<file path="src/rtl/hockey_input_cond.sv">
`default_nettype none
// ============================================================================
// Module  : hockey_input_cond
// Purpose : Synchronises and debounces both player buttons, emits one-cycle
//           press pulses and captures direction / clamped Y on each press.
// Revision: 1.0  initial release
// ============================================================================
module hockey_input_cond #(
    parameter int DEBOUNCE_CYCLES = 4,
    parameter int CNT_W           = 3,
    parameter int Y_MAX           = 4
) (
    input  logic       clk,
    input  logic       rst,
    input  logic       BTNA_RAW,
    input  logic       BTNB_RAW,
    input  logic [1:0] DIRA_RAW,
    input  logic [1:0] DIRB_RAW,
    input  logic [2:0] YA_RAW,
    input  logic [2:0] YB_RAW,
    output logic       BTNA,
    output logic       BTNB,
    output logic [1:0] DIRA,
    output logic [1:0] DIRB,
    output logic [2:0] YA,
    output logic [2:0] YB
);

    localparam logic [CNT_W-1:0] c_cnt_last = CNT_W'(DEBOUNCE_CYCLES - 1);
    localparam logic [2:0]       c_y_max    = 3'(Y_MAX);

    // Index 0 is player A, index 1 is player B.
    logic [1:0]      w_btn_raw;
    logic [1:0][1:0] w_dir_raw;
    logic [1:0][2:0] w_y_raw;
    logic [1:0]      w_btn;
    logic [1:0][1:0] w_dir;
    logic [1:0][2:0] w_y;

    assign w_btn_raw = {BTNB_RAW, BTNA_RAW};
    assign w_dir_raw = {DIRB_RAW, DIRA_RAW};
    assign w_y_raw   = {YB_RAW, YA_RAW};

    for (genvar p = 0; p < 2; p++) begin : g_player
        logic             r_btn_s1;
        logic             r_btn_s2;
        logic [1:0]       r_dir_s1;
        logic [1:0]       r_dir_s2;
        logic [2:0]       r_y_s1;
        logic [2:0]       r_y_s2;
        logic             r_db;
        logic [CNT_W-1:0] r_cnt;
        logic             r_pulse;
        logic [1:0]       r_dir_cap;
        logic [2:0]       r_y_cap;
        logic             w_flip;
        logic             w_press;
        logic [2:0]       w_y_clamped;

        // The synchronised level has disagreed with db for DEBOUNCE_CYCLES edges.
        assign w_flip      = (r_btn_s2 != r_db) && (r_cnt == c_cnt_last);
        assign w_press     = w_flip && r_btn_s2;
        assign w_y_clamped = (r_y_s2 > c_y_max) ? c_y_max : r_y_s2;

        always_ff @(posedge clk or posedge rst) begin
            if (rst) begin
                r_btn_s1  <= 1'b0;
                r_btn_s2  <= 1'b0;
                r_dir_s1  <= '0;
                r_dir_s2  <= '0;
                r_y_s1    <= '0;
                r_y_s2    <= '0;
                r_db      <= 1'b0;
                r_cnt     <= '0;
                r_pulse   <= 1'b0;
                r_dir_cap <= '0;
                r_y_cap   <= '0;
            end else begin
                r_btn_s1 <= w_btn_raw[p];
                r_btn_s2 <= r_btn_s1;
                r_dir_s1 <= w_dir_raw[p];
                r_dir_s2 <= r_dir_s1;
                r_y_s1   <= w_y_raw[p];
                r_y_s2   <= r_y_s1;

                if (r_btn_s2 == r_db) begin
                    r_cnt <= '0;
                end else if (w_flip) begin
                    r_db  <= r_btn_s2;
                    r_cnt <= '0;
                end else begin
                    r_cnt <= r_cnt + 1'b1;
                end

                r_pulse <= w_press;
                if (w_press) begin
                    r_dir_cap <= r_dir_s2;
                    r_y_cap   <= w_y_clamped;
                end
            end
        end

        assign w_btn[p] = r_pulse;
        assign w_dir[p] = r_dir_cap;
        assign w_y[p]   = r_y_cap;
    end

    assign BTNA = w_btn[0];
    assign BTNB = w_btn[1];
    assign DIRA = w_dir[0];
    assign DIRB = w_dir[1];
    assign YA   = w_y[0];
    assign YB   = w_y[1];

endmodule
`default_nettype wire

</file>
<file path="config.mk">
export PLATFORM = sky130hd
export DESIGN_NAME = hockey_input_cond
export DESIGN_NICKNAME = d
export VERILOG_FILES = /design/src/rtl/hockey_input_cond.sv
export SDC_FILE = /design/constraint.sdc
export NUM_CORES = 1
export LEC_CHECK = 0
export CAP_MARGIN = 20
export CORE_MARGIN = 2
export CORE_UTILIZATION = 40
export CTS_BUF_LIST = sky130_fd_sc_hd__clkbuf_16
export DETAILED_ROUTE_END_ITERATION = 10
export GPL_TIMING_DRIVEN = 0
export PLACE_DENSITY = 0.72
export SLEW_MARGIN = 20
export SYNTH_ARGS = -nofsm -noshare
export SYNTH_HDL_FRONTEND = slang
export SYNTH_SLANG_ARGS = --single-unit
export TNS_END_PERCENT = 100
</file>
<file path="constraint.sdc">
create_clock -name clk -period 1.7 [get_ports clk]
set_clock_uncertainty 0.15 [all_clocks]
set_input_delay 0.425 -clock clk [delete_from_list [all_inputs] [get_ports clk]]
set_output_delay 0.425 -clock clk [all_outputs]
set_load 0.02 [all_outputs]
</file>
==> impl_metrics.csv <==
group,metric,value,unit
outcome,status,"completed",
power_and_ir_drop,power.leakage,0.929,nW
critical_path,critPathTopFamily,"flip-flops",
global_route,gr-total-overflow,0,
synth,yosysWarnings,0,
layout,final_nets,126,
synth,syn_area,1450,um^2
drt,drtAntennaViolNets,0,
power_and_ir_drop,p_per_area,1590,nW/um^2
timing,fin_ws,137,ps
layout,instances_no_fill,157,
synth,synth_seq_cells,44,
critical_path,cp_num_buf_inv,1,
timing,finalHoldViolations,0,
global_route,antenna_found_initial,0,
timing,worst_slew_pin_slew,506,ps
timing,slew_viol_final,0,
drt,first_pass_iters,2,
die,fp.dieW,64.2,um
global_route,grt_max_degree,24,
global_route,grt_use_total,11.5,%
layout,final.fill_count,281,
place,hpwlAfterDp,1360,um
critical_path,cp-start-kind,"flop",
die,die_h,64.2,um
critical_path,crit_arrival,990,ps
clocking,cts_made_buffers,5,
synth,synth_top_area_share,76.1,%
drt,drc_errors,0,
synth,syn_inst,77,
clocking,cts-root-buf,"clkbuf_16",
timing,whs,196,ps
critical_path,cp_cell_sequence,"dlygate4sd2_1",
layout,final_util,56.6,%
critical_path,critPathRequiredTime,1120,ps
drt,num_vias,681,
drt,vias_per_cell,4.34,
critical_path,crit_path_top_delay_cell,"dfrtp_1",
synth,avgSynthCellArea,18.8,um^2
place,portBuffers,25,
clocking,clock_latency,280,ps
drt,post_drt_wl_per_cell,12.3,um
synth,ys_top_cells_by_area,"dfrtp_1 (76%), mux2_4 (10%), nor3b_1 (2.1%)",
global_route,grt_pass1_wl,3430,um
clocking,clock-sinks,44,
clocking,clk_pin_slew,60,ps
drt,drt_iter0_markers,27,
power_and_ir_drop,peakVddDrop,0.755,mV
timing,maxSlewHeadroom,66.2,%
die,pin_count,26,
timing,fin_crit_sh,91.9,%
layout,drive_above_1_share,20.7,%
clocking,clk_path_buf_depth,2,
timing,fmaxAchievable,640,MHz
place,place_inst,149,
timing,fin_crit,1560,ps
synth,synth_seq_area_share,76.1,%
synth,syn-num-nets,93,
drt,wl,1920,um
layout,synthToLayoutAreaGrowth,33.4,%
timing,rsz0062_at_grt,"false",
global_route,grt_pass1_vias,745,
die,start_util,42.4,%
run,cap_violations,0,
place,dp_slack,175,ps
synth,yosysTopAreaCell,"dfrtp_1",
place,place_congestion,0.670,
synth,ys_types,12,
die,core_area,3420,um^2
hold_path,hold_path.class,"flop to flop",
die,die_area,4120,um^2
clocking,cts.htree.levels,2,
layout,multi_input_area,320,um^2
clocking,cts_tree,"built",
die,fp-row-count,21,
layout,antenna_cells,0,
critical_path,crit_type,"flop to output port",
critical_path,cp-end-kind,"output port",
timing,setup_violations,0,
critical_path,crit_fanout,2,
critical_path,cpPeakStageDelay,390,ps
layout,register_area,1100,um^2
clocking,hold_buffers,0,
registers in the layout, indices dropped and copies added (netlist names), 3 cells and up:
signal	flops
YB	3
g_player.r_dir_s1	4
g_player.r_dir_s2	4
YA	3
g_player.r_cnt	6
g_player.r_y_s1	6
g_player.r_y_s2	6
layout by cell type, fill, tap and decap left out, types with 2 or more instances in the layout:
cell type	instances
mux2_2	2
dfrtp_1	44
clkbuf_16	5
and2b_1	2
nor3_1	2
clkdlybuf4s50_1	13
nor2b_1	4
xnor2_1	2
ha_1	2
buf_6	2
and4bb_1	2
dlygate4sd2_1	12
nor3b_1	4
mux2_4	10
where the power goes:
part | switching [mW] | internal (mW) | leakage (nW)
sequential | 0.108 | 1.25 | 0.540
combinational | 0.308 | 0.375 | 0.304
clock | 0.351 | 0.683 | 0.0850
kinds of logic (layout without fill, tap and decap cells):
family                     count (synthesis)  in the layout  share of synthesized area [%]
adders and majority gates                  2              2                           1.73
muxes                                     12             12                           11.9
DFF                                       44             44                           76.1
xor gates and xnor gates                   2              2                           1.21
buffers and inverters                      3             37                           1.81
and+or+nand+nor                           14             14                           7.26
layout make-up:
type,count,area share (%)
Multi-Input combinational cell,30,16.6
Clock inverter,3,2.01
Sequential cell,44,57.0
Buffer,2,1.17
Clock buffer,5,6.48
Timing Repair Buffer,26,13.6
Inverter,1,0.194
Tap cell,46,2.98
Yosys cell counts:
| cell | n |
|---|---|
| dfrtp_1 | 44 |
| mux2_4 | 10 |
| nor2b_1 | 4 |
| nor3b_1 | 4 |
| and2b_1 | 2 |
| and4bb_1 | 2 |
| buf_6 | 2 |
| ha_1 | 2 |
| mux2_2 | 2 |
| nor3_1 | 2 |
| xnor2_1 | 2 |
| inv_1 | 1 |
final timing paths:
path	slack [ps]	to	start	cells after the start
worst max-delay path	140	DIRB[0]	DIRB[0]	1
worst min-delay path	200	g_player[0].r_dir_s2[1]	g_player[0].r_dir_s1[1]	0
worst max register to register	190	DIRB[0]	g_player[1].r_cnt[0]	4
worst min register to register	200	g_player[0].r_dir_s2[1]	g_player[0].r_dir_s1[1]	0
max in group asynchronous	570	YA[1]	rst	3
min in group asynchronous	360	g_player[1].r_y_s1[1]	rst	2
metal layers:
layer  track usage [%]  vias up  share of wire (%)
li1                  -      322                  -
met1              14.3      336                 44
met2              16.7       18                 48
met3              4.40        5                5.5
met4              7.18        0                1.6
met5                 0        -                  0
worst reg2reg max path, stage by stage (launching register included):
cell and delay [ps]:
dfrtp_1 390, ha_1 220, and4bb_1 200, buf_6 140, mux2_4 290
timing repair:
| action | in CTS | in global routing |
|---|---|---|
| gates resized for setup | 12 | 0 |
| endpoints found under the setup margin | 12 | 0 |
| buffers inserted | 0 | 0 |
per-stage QoR:
stage | setup TNS (ps) | instance area [um^2] | power (mW)
2_1_floorplan | 0 | 1450 | 1.82
3_3_place_gp | -26790 | 1760 | 2.11
3_5_place_dp | 0 | 1780 | 2.16
4_1_cts | 0 | 1930 | 3.11
5_1_grt | 0 | 1930 | 3.23
6_report | 0 | 1930 | 3.08
(Power assumes the default switching activity.)
